===== config.mk =====
export PLATFORM = sky130hd
export DESIGN_NAME = lcd_cmd_queue_flat
export DESIGN_NICKNAME = d
export VERILOG_FILES = /design/src/rtl/lcd_cmd_if.sv /design/src/rtl/lcd_cmd_queue.sv /design/src/flat_wrapper.sv
export SDC_FILE = /design/constraint.sdc
export NUM_CORES = 1
export LEC_CHECK = 0
export BUFFER_PORTS_ARGS = -buffer_cell sky130_fd_sc_hd__buf_2
export CAP_MARGIN = 5
export CORE_MARGIN = 5
export CORE_UTILIZATION = 40
export DETAILED_ROUTE_END_ITERATION = 10
export SLEW_MARGIN = 20
export SYNTH_ARGS = -nofsm -noshare
export SYNTH_HDL_FRONTEND = slang
export SYNTH_SLANG_ARGS = --single-unit

===== constraint.sdc =====
create_clock -name clk -period 4 [get_ports clk]
set_input_delay 0.6 -clock clk [delete_from_list [all_inputs] [get_ports clk]]
set_output_delay 0.6 -clock clk [all_outputs]
set_load 0.1 [all_outputs]

===== src/rtl/lcd_cmd_if.sv =====
// Command channel between the control-word source, the LCD command queue and the LCD controller.
// Both sides use valid/ready: a transfer happens on a rising clk edge where valid and ready are
// both high; valid and the payload stay stable until that edge, and ready may rise or fall freely.
interface lcd_cmd_if #(
   parameter int ADDR_W = 8,
   parameter int CTRL_W = 8,
   parameter int DATA_W = 8
);
   logic              in_valid;
   logic              in_ready;
   logic [ADDR_W-1:0] in_addr;
   logic [CTRL_W-1:0] in_ctrl;
   logic [DATA_W-1:0] in_data;
   logic              out_valid;
   logic              out_ready;
   logic [ADDR_W-1:0] out_addr;
   logic [CTRL_W-1:0] out_ctrl;
   logic [DATA_W-1:0] out_data;

   modport master (
      output in_valid, in_addr, in_ctrl, in_data, out_ready,
      input  in_ready, out_valid, out_addr, out_ctrl, out_data
   );

   modport slave (
      input  in_valid, in_addr, in_ctrl, in_data, out_ready,
      output in_ready, out_valid, out_addr, out_ctrl, out_data
   );
endinterface


===== src/rtl/lcd_cmd_queue.sv =====
// Ordered {addr,ctrl,data} command queue feeding the LCD controller, with a forced idle gap
// after every issued command so the panel can settle.
module lcd_cmd_queue #(
   parameter int ADDR_W  = 8,
   parameter int CTRL_W  = 8,
   parameter int DATA_W  = 8,
   parameter int DEPTH   = 8,
   parameter int MIN_GAP = 2
) (
   input  logic                     clk,
   input  logic                     rst_n,
   input  logic                     flush,
   input  logic                     clr_ovf,
   lcd_cmd_if.slave                 bus,
   output logic [$clog2(DEPTH):0]   level,
   output logic                     overflow,
   output logic [1:0]               state_dbg
);
   localparam int PTR_W = $clog2(DEPTH);
   localparam int LVL_W = PTR_W + 1;
   localparam int CMD_W = ADDR_W + CTRL_W + DATA_W;
   localparam int GAP_W = (MIN_GAP > 1) ? $clog2(MIN_GAP) : 1;

   typedef enum logic [1:0] {IDLE = 2'd0, SHOW = 2'd1, GAP = 2'd2} state_t;

   state_t           state, state_nxt;
   logic [CMD_W-1:0] mem [DEPTH];
   logic [PTR_W-1:0] wr_ptr, rd_ptr;
   logic [GAP_W-1:0] gap_cnt;
   logic [LVL_W-1:0] level_nxt;
   logic [CMD_W-1:0] head;
   logic             push, pop, drop, show;

   // in_ready looks only at the registered level, so a full queue never takes a push
   // even when the head leaves in the same cycle.
   assign bus.in_ready = (level != LVL_W'(DEPTH));
   assign push = bus.in_valid && bus.in_ready && !flush;
   assign drop = bus.in_valid && !bus.in_ready && !flush;
   assign pop  = show && bus.out_ready && !flush;

   always_comb begin
      level_nxt = level;
      if (push && !pop)
         level_nxt = level + 1'b1;
      else if (pop && !push)
         level_nxt = level - 1'b1;
   end

   always_ff @(posedge clk) begin
      if (push)
         mem[wr_ptr] <= {bus.in_addr, bus.in_ctrl, bus.in_data};
   end

   always_ff @(posedge clk or negedge rst_n) begin
      if (!rst_n) begin
         wr_ptr  <= '0;
         rd_ptr  <= '0;
         level   <= '0;
         gap_cnt <= '0;
      end else if (flush) begin
         wr_ptr  <= '0;
         rd_ptr  <= '0;
         level   <= '0;
         gap_cnt <= '0;
      end else begin
         if (push)
            wr_ptr <= wr_ptr + 1'b1;
         if (pop)
            rd_ptr <= rd_ptr + 1'b1;
         level <= level_nxt;
         if (pop && (MIN_GAP > 0))
            gap_cnt <= GAP_W'(MIN_GAP - 1);
         else if ((state == GAP) && (gap_cnt != '0))
            gap_cnt <= gap_cnt - 1'b1;
      end
   end

   always_ff @(posedge clk or negedge rst_n) begin
      if (!rst_n)
         overflow <= 1'b0;
      else if (drop)
         overflow <= 1'b1;
      else if (clr_ovf)
         overflow <= 1'b0;
   end

   always_ff @(posedge clk or negedge rst_n) begin
      if (!rst_n)
         state <= IDLE;
      else
         state <= state_nxt;
   end

   // Decisions use the post-edge level so a push landing this edge is shown next cycle.
   always_comb begin
      state_nxt = state;
      if (flush) begin
         state_nxt = IDLE;
      end else begin
         case (state)
            IDLE: if (level_nxt != '0) state_nxt = SHOW;
            SHOW: begin
               if (pop) begin
                  if (MIN_GAP > 0)
                     state_nxt = GAP;
                  else
                     state_nxt = (level_nxt != '0) ? SHOW : IDLE;
               end
            end
            GAP:  if (gap_cnt == '0) state_nxt = (level_nxt != '0) ? SHOW : IDLE;
            default: state_nxt = IDLE;
         endcase
      end
   end

   always_comb begin
      show      = 1'b0;
      state_dbg = state;
      if (state == SHOW)
         show = 1'b1;
   end

   assign head          = mem[rd_ptr];
   assign bus.out_valid = show;
   assign bus.out_addr  = show ? head[CMD_W-1 -: ADDR_W]         : '0;
   assign bus.out_ctrl  = show ? head[DATA_W +: CTRL_W]          : '0;
   assign bus.out_data  = show ? head[DATA_W-1:0]                : '0;
endmodule


===== src/flat_wrapper.sv =====
// flat-port wrapper written by rule: the top's interface ports become plain ports
module lcd_cmd_queue_flat 
#(
   parameter int ADDR_W  = 8,
   parameter int CTRL_W  = 8,
   parameter int DATA_W  = 8,
   parameter int DEPTH   = 8,
   parameter int MIN_GAP = 2
)
  (clk, rst_n, flush, clr_ovf, level, overflow, state_dbg, bus_in_valid, bus_in_addr, bus_in_ctrl, bus_in_data, bus_out_ready, bus_in_ready, bus_out_valid, bus_out_addr, bus_out_ctrl, bus_out_data);
  lcd_cmd_if #(.ADDR_W(ADDR_W), .CTRL_W(CTRL_W), .DATA_W(DATA_W)) bus_i ();
  input  logic clk;
  input  logic rst_n;
  input  logic flush;
  input  logic clr_ovf;
  output logic [$clog2(DEPTH):0] level;
  output logic overflow;
  output logic [1:0] state_dbg;
  input wire logic [$bits(bus_i.in_valid)-1:0] bus_in_valid;
  input wire logic [$bits(bus_i.in_addr)-1:0] bus_in_addr;
  input wire logic [$bits(bus_i.in_ctrl)-1:0] bus_in_ctrl;
  input wire logic [$bits(bus_i.in_data)-1:0] bus_in_data;
  input wire logic [$bits(bus_i.out_ready)-1:0] bus_out_ready;
  output wire logic [$bits(bus_i.in_ready)-1:0] bus_in_ready;
  output wire logic [$bits(bus_i.out_valid)-1:0] bus_out_valid;
  output wire logic [$bits(bus_i.out_addr)-1:0] bus_out_addr;
  output wire logic [$bits(bus_i.out_ctrl)-1:0] bus_out_ctrl;
  output wire logic [$bits(bus_i.out_data)-1:0] bus_out_data;
  assign bus_i.in_valid = bus_in_valid;
  assign bus_i.in_addr = bus_in_addr;
  assign bus_i.in_ctrl = bus_in_ctrl;
  assign bus_i.in_data = bus_in_data;
  assign bus_i.out_ready = bus_out_ready;
  assign bus_in_ready = bus_i.in_ready;
  assign bus_out_valid = bus_i.out_valid;
  assign bus_out_addr = bus_i.out_addr;
  assign bus_out_ctrl = bus_i.out_ctrl;
  assign bus_out_data = bus_i.out_data;
  lcd_cmd_queue #(.ADDR_W(ADDR_W), .CTRL_W(CTRL_W), .DATA_W(DATA_W), .DEPTH(DEPTH), .MIN_GAP(MIN_GAP)) u_core (.clk(clk), .rst_n(rst_n), .flush(flush), .clr_ovf(clr_ovf), .bus(bus_i), .level(level), .overflow(overflow), .state_dbg(state_dbg));
endmodule

==> flow_summary.ini <==
[placed_design]
gp_congestion = 0.736
buffer_ports.inserted = 62
detailed_place_hpwl_mm = 9.04

[job]
max_cap_violations = 0

[clocking]
worst_skew_pair.late_latency_ns = 0.51
postCtsSetupRepairBufs = 0
clk_path_buf_depth = 3
cts-htree-levels = 1
cts_made_buffers = 23
tritoncts = yes
total_clock_sinks = 206
root_buffer = sky130_fd_sc_hd__clkbuf_16
clock_pin_slew_of_the_registers_on_the_worst_case_setup_and_hold_paths_ns = 0.06

[timing]
timing.final.max_slew_violations = 0
slew_headroom_pct = 42.9
final_hold_viol_count = 0
max_clock_freq_mhz = 304
min_period_over_period_pct = 82.2
rsz0062_at_grt = false
timing.final.setup_violations = 0
worst_slew_pin_slew_ns = 0.855
setup-tns-final_ns = 0
period_needed_ns = 3.29
worst_clock_skew_ns = 0.0138

[routing]
postRouteWirelength_mm = 16.0
detail_route.iter0.violations = 309
dr_total_vias = 4008
routed_via_density = 5.18
detail_route.first_pass.iterations = 4
detail_route.wl_per_cell_um = 20.6
detail-route-antenna-nets = 0
detail_route.drc_violations = 0

[power]
worst_vdd_rail_ir_drop_mv = 0.342
cellPowerDensity_nw_per_um2 = 596
leakage_power_summed_over_all_cells_nw = 3.14

[synth]
postSynthCellCount = 407
yosys_top_cell_by_area = sky130_fd_sc_hd__edfxtp_1
synth.avg_cell_area_um2 = 20.1
synth_enable_flop_cells = 192
postSynth.asyncResetShare_pct = 6.80
seq_area_frac_synth_pct = 74.8
synth.most_common_cell = sky130_fd_sc_hd__edfxtp_1
post_synth_main_area_contributors = sky130_fd_sc_hd__edfxtp_1 (71%), sky130_fd_sc_hd__mux4_2 (13%), sky130_fd_sc_hd__dfrtp_1 (4.3%), sky130_fd_sc_hd__mux2i_1 (2.9%), sky130_fd_sc_hd__nor2_1 (1.8%)
synth_top_cells_by_count = sky130_fd_sc_hd__edfxtp_1 (192), sky130_fd_sc_hd__mux4_2 (47), sky130_fd_sc_hd__nor2_1 (40)
mapped_area_um2 = 8180
synth_seq_cells = 206
synthDistinctLibCells = 34
ys_warn_count = 0
synthesis.nets = 441
ys_dominant_reg_cell = sky130_fd_sc_hd__edfxtp_1
synth.top_cell.area_share_pct = 70.5

[global_routing]
grt.met3_usage_pct = 1.92
grt_antenna_before_repair = 0
first_pass_grt_wire_length_mm = 25.2
grt_most_used_layer = met2
grt_pass1_vias = 4322
met2_usage_pct = 23.6
gr-usage-met1_pct = 18.8
maximum_number_of_pins_on_one_net_before_global_route_repair = 31
grt_overflow = 0
global_route.usage.total_pct = 13.8

[critical_path]
worstPathArrival_ns = 2.69
rr_worst_depth = 6
cpMaxStageDelayCell = sky130_fd_sc_hd__nand2_1
timing.critical_path.slowest_cell_delay_ns = 0.56
cp_max_fo = 17
cp_cell_sequence = nand2_1 > buf_4 > nor2_1 > buf_2
startpoint = u_core.state_dbg[0]$_DFFE_PN0P_
endpoint_of_the_lowest_slack_register_to_register_path = u_core.mem[5][0]$_DFFE_PP_
endpoint_kind = output pin
worstSetupEndpoint = bus_out_addr[0]
cp.required_ns = 3.40
r2r_start = u_core.level[0]$_DFF_PN0_
criticalPathCategory = reg2out
timing.critical_path.from_type = register
reg2reg_slack_ns = 1.84

[die]
design.portCount = 63
core_area_um2 = 20200
std_cell_rows = 52
starting_density_of_the_core_pct = 40.5
die_height_um = 153
fp.dieW_um = 153
dieArea_um2 = 23400

[finish]
nNetsFinal = 522
area_growth_pct = 16.4
drive_above_1_share_pct = 32.1
utilization_pct = 47.2

[min_path]
worst_hold_path_type = in2reg

[run_status]
run_status = finished, final reports clean
## per-layer routing
| layer | wire [um] | share of wire [%] |
|---|---|---|
| met4 | 307 | 1.9 |
| met2 | 8150 | 51 |
| met3 | 525 | 3.3 |
| met5 | 0 | 0 |
| met1 | 6980 | 44 |
## cell usage in the layout, fill, tap and decap left out, types with 2 or more instances in the layout
cell type	n
sky130_fd_sc_hd__o21ai_0	2
sky130_fd_sc_hd__clkbuf_16	23
sky130_fd_sc_hd__nand2_1	10
sky130_fd_sc_hd__xnor2_1	4
sky130_fd_sc_hd__mux2i_1	24
sky130_fd_sc_hd__clkinv_1	5
sky130_fd_sc_hd__nor3_4	2
sky130_fd_sc_hd__nand3_1	4
sky130_fd_sc_hd__nand2b_1	2
sky130_fd_sc_hd__dfrtp_1	12
sky130_fd_sc_hd__edfxtp_1	192
sky130_fd_sc_hd__nand3b_4	2
sky130_fd_sc_hd__nor2_1	34
sky130_fd_sc_hd__inv_1	8
sky130_fd_sc_hd__a31oi_1	2
sky130_fd_sc_hd__nand3b_1	2
sky130_fd_sc_hd__a211o_1	3
sky130_fd_sc_hd__nand4_1	2
sky130_fd_sc_hd__buf_2	62
sky130_fd_sc_hd__nor2_2	6
sky130_fd_sc_hd__nor4_1	2
sky130_fd_sc_hd__mux4_2	47
sky130_fd_sc_hd__ha_1	4
sky130_fd_sc_hd__xor2_1	4
sky130_fd_sc_hd__buf_4	13
sky130_fd_sc_hd__a21oi_1	9
sky130_fd_sc_hd__clkbuf_1	8
## flip-flops by register name (all words and copies together) (netlist names)
signal	flops
u_core.mem	192
u_core.level	4
u_core.rd_ptr	3
u_core.wr_ptr	3
u_core.state_dbg	2
u_core.gap_cnt	1
u_core.overflow	1
## final cells by class
class	instances	area (um^2)
fill	1735	10700
multi-input combinational	172	1930
inverter	8	30.0
tap	270	338
clock inverter	8	51.3
clock buffer	31	606
antenna	1	2.50
sequential	206	6120
timing repair buffer	77	438
## metrics by stage
stage | std cells | power [mW] | hold WS [ns] | setup slack [ns] | cell area, um^2
2_1_floorplan | 407 | 3.65 | 0.304 | 0.399 | 8190
3_3_place_gp | 732 | 3.88 | 0.515 | 1.19 | 8850
4_1_cts | 772 | 5.75 | 0.266 | 0.637 | 9520
3_5_place_dp | 732 | 3.89 | 0.519 | 1.18 | 8850
6_report | 773 | 5.67 | 0.285 | 0.712 | 9520
5_1_grt | 772 | 5.91 | 0.270 | 0.522 | 9520
## how the worst min path moves through the flow
stage                        from                     endpoint  slack (ns)  depth (start not counted)
after floorplan             rst_n   u_core.gap_cnt$_DFFE_PN0P_        0.30                          0
after global placement      rst_n    u_core.level[2]$_DFF_PN0_        0.52                          1
after detailed placement    rst_n    u_core.level[2]$_DFF_PN0_        0.52                          1
after CTS                 clr_ovf  u_core.overflow$_DFFE_PN0P_        0.27                          2
after global routing      clr_ovf  u_core.overflow$_DFFE_PN0P_        0.27                          2
final                     clr_ovf  u_core.overflow$_DFFE_PN0P_        0.28                          2
## logic make-up after synthesis
kind of cell,after synthesis,synth area share [%]
simple gates,68,3.96
fa+ha+maj,4,0.612
flops,206,74.8
buf+inv,29,2.03
compound gates,20,1.55
xor+xnor,8,0.857
mux,72,16.2
## power breakdown
| part | internal, mW | switching (mW) | total (mW) |
|---|---|---|---|
| clock | 1.06 | 0.780 | 1.84 |
| combinational | 0.343 | 0.997 | 1.34 |
| sequential | 2.41 | 0.0738 | 2.49 |
## critical path, delay by kind of cell (launching register included)
kind                   cells  cell delay, ns
buffers and inverters      2            0.91
flip-flops                 1            0.46
AND/OR/NAND/NOR            2            0.80
## timing repair
item,in CTS,in global routing
gates resized for setup,0,0
endpoints found under the setup margin,0,0
hold endpoints to repair,14,0
hold buffers,1,0
(Power assumes the default switching activity.)
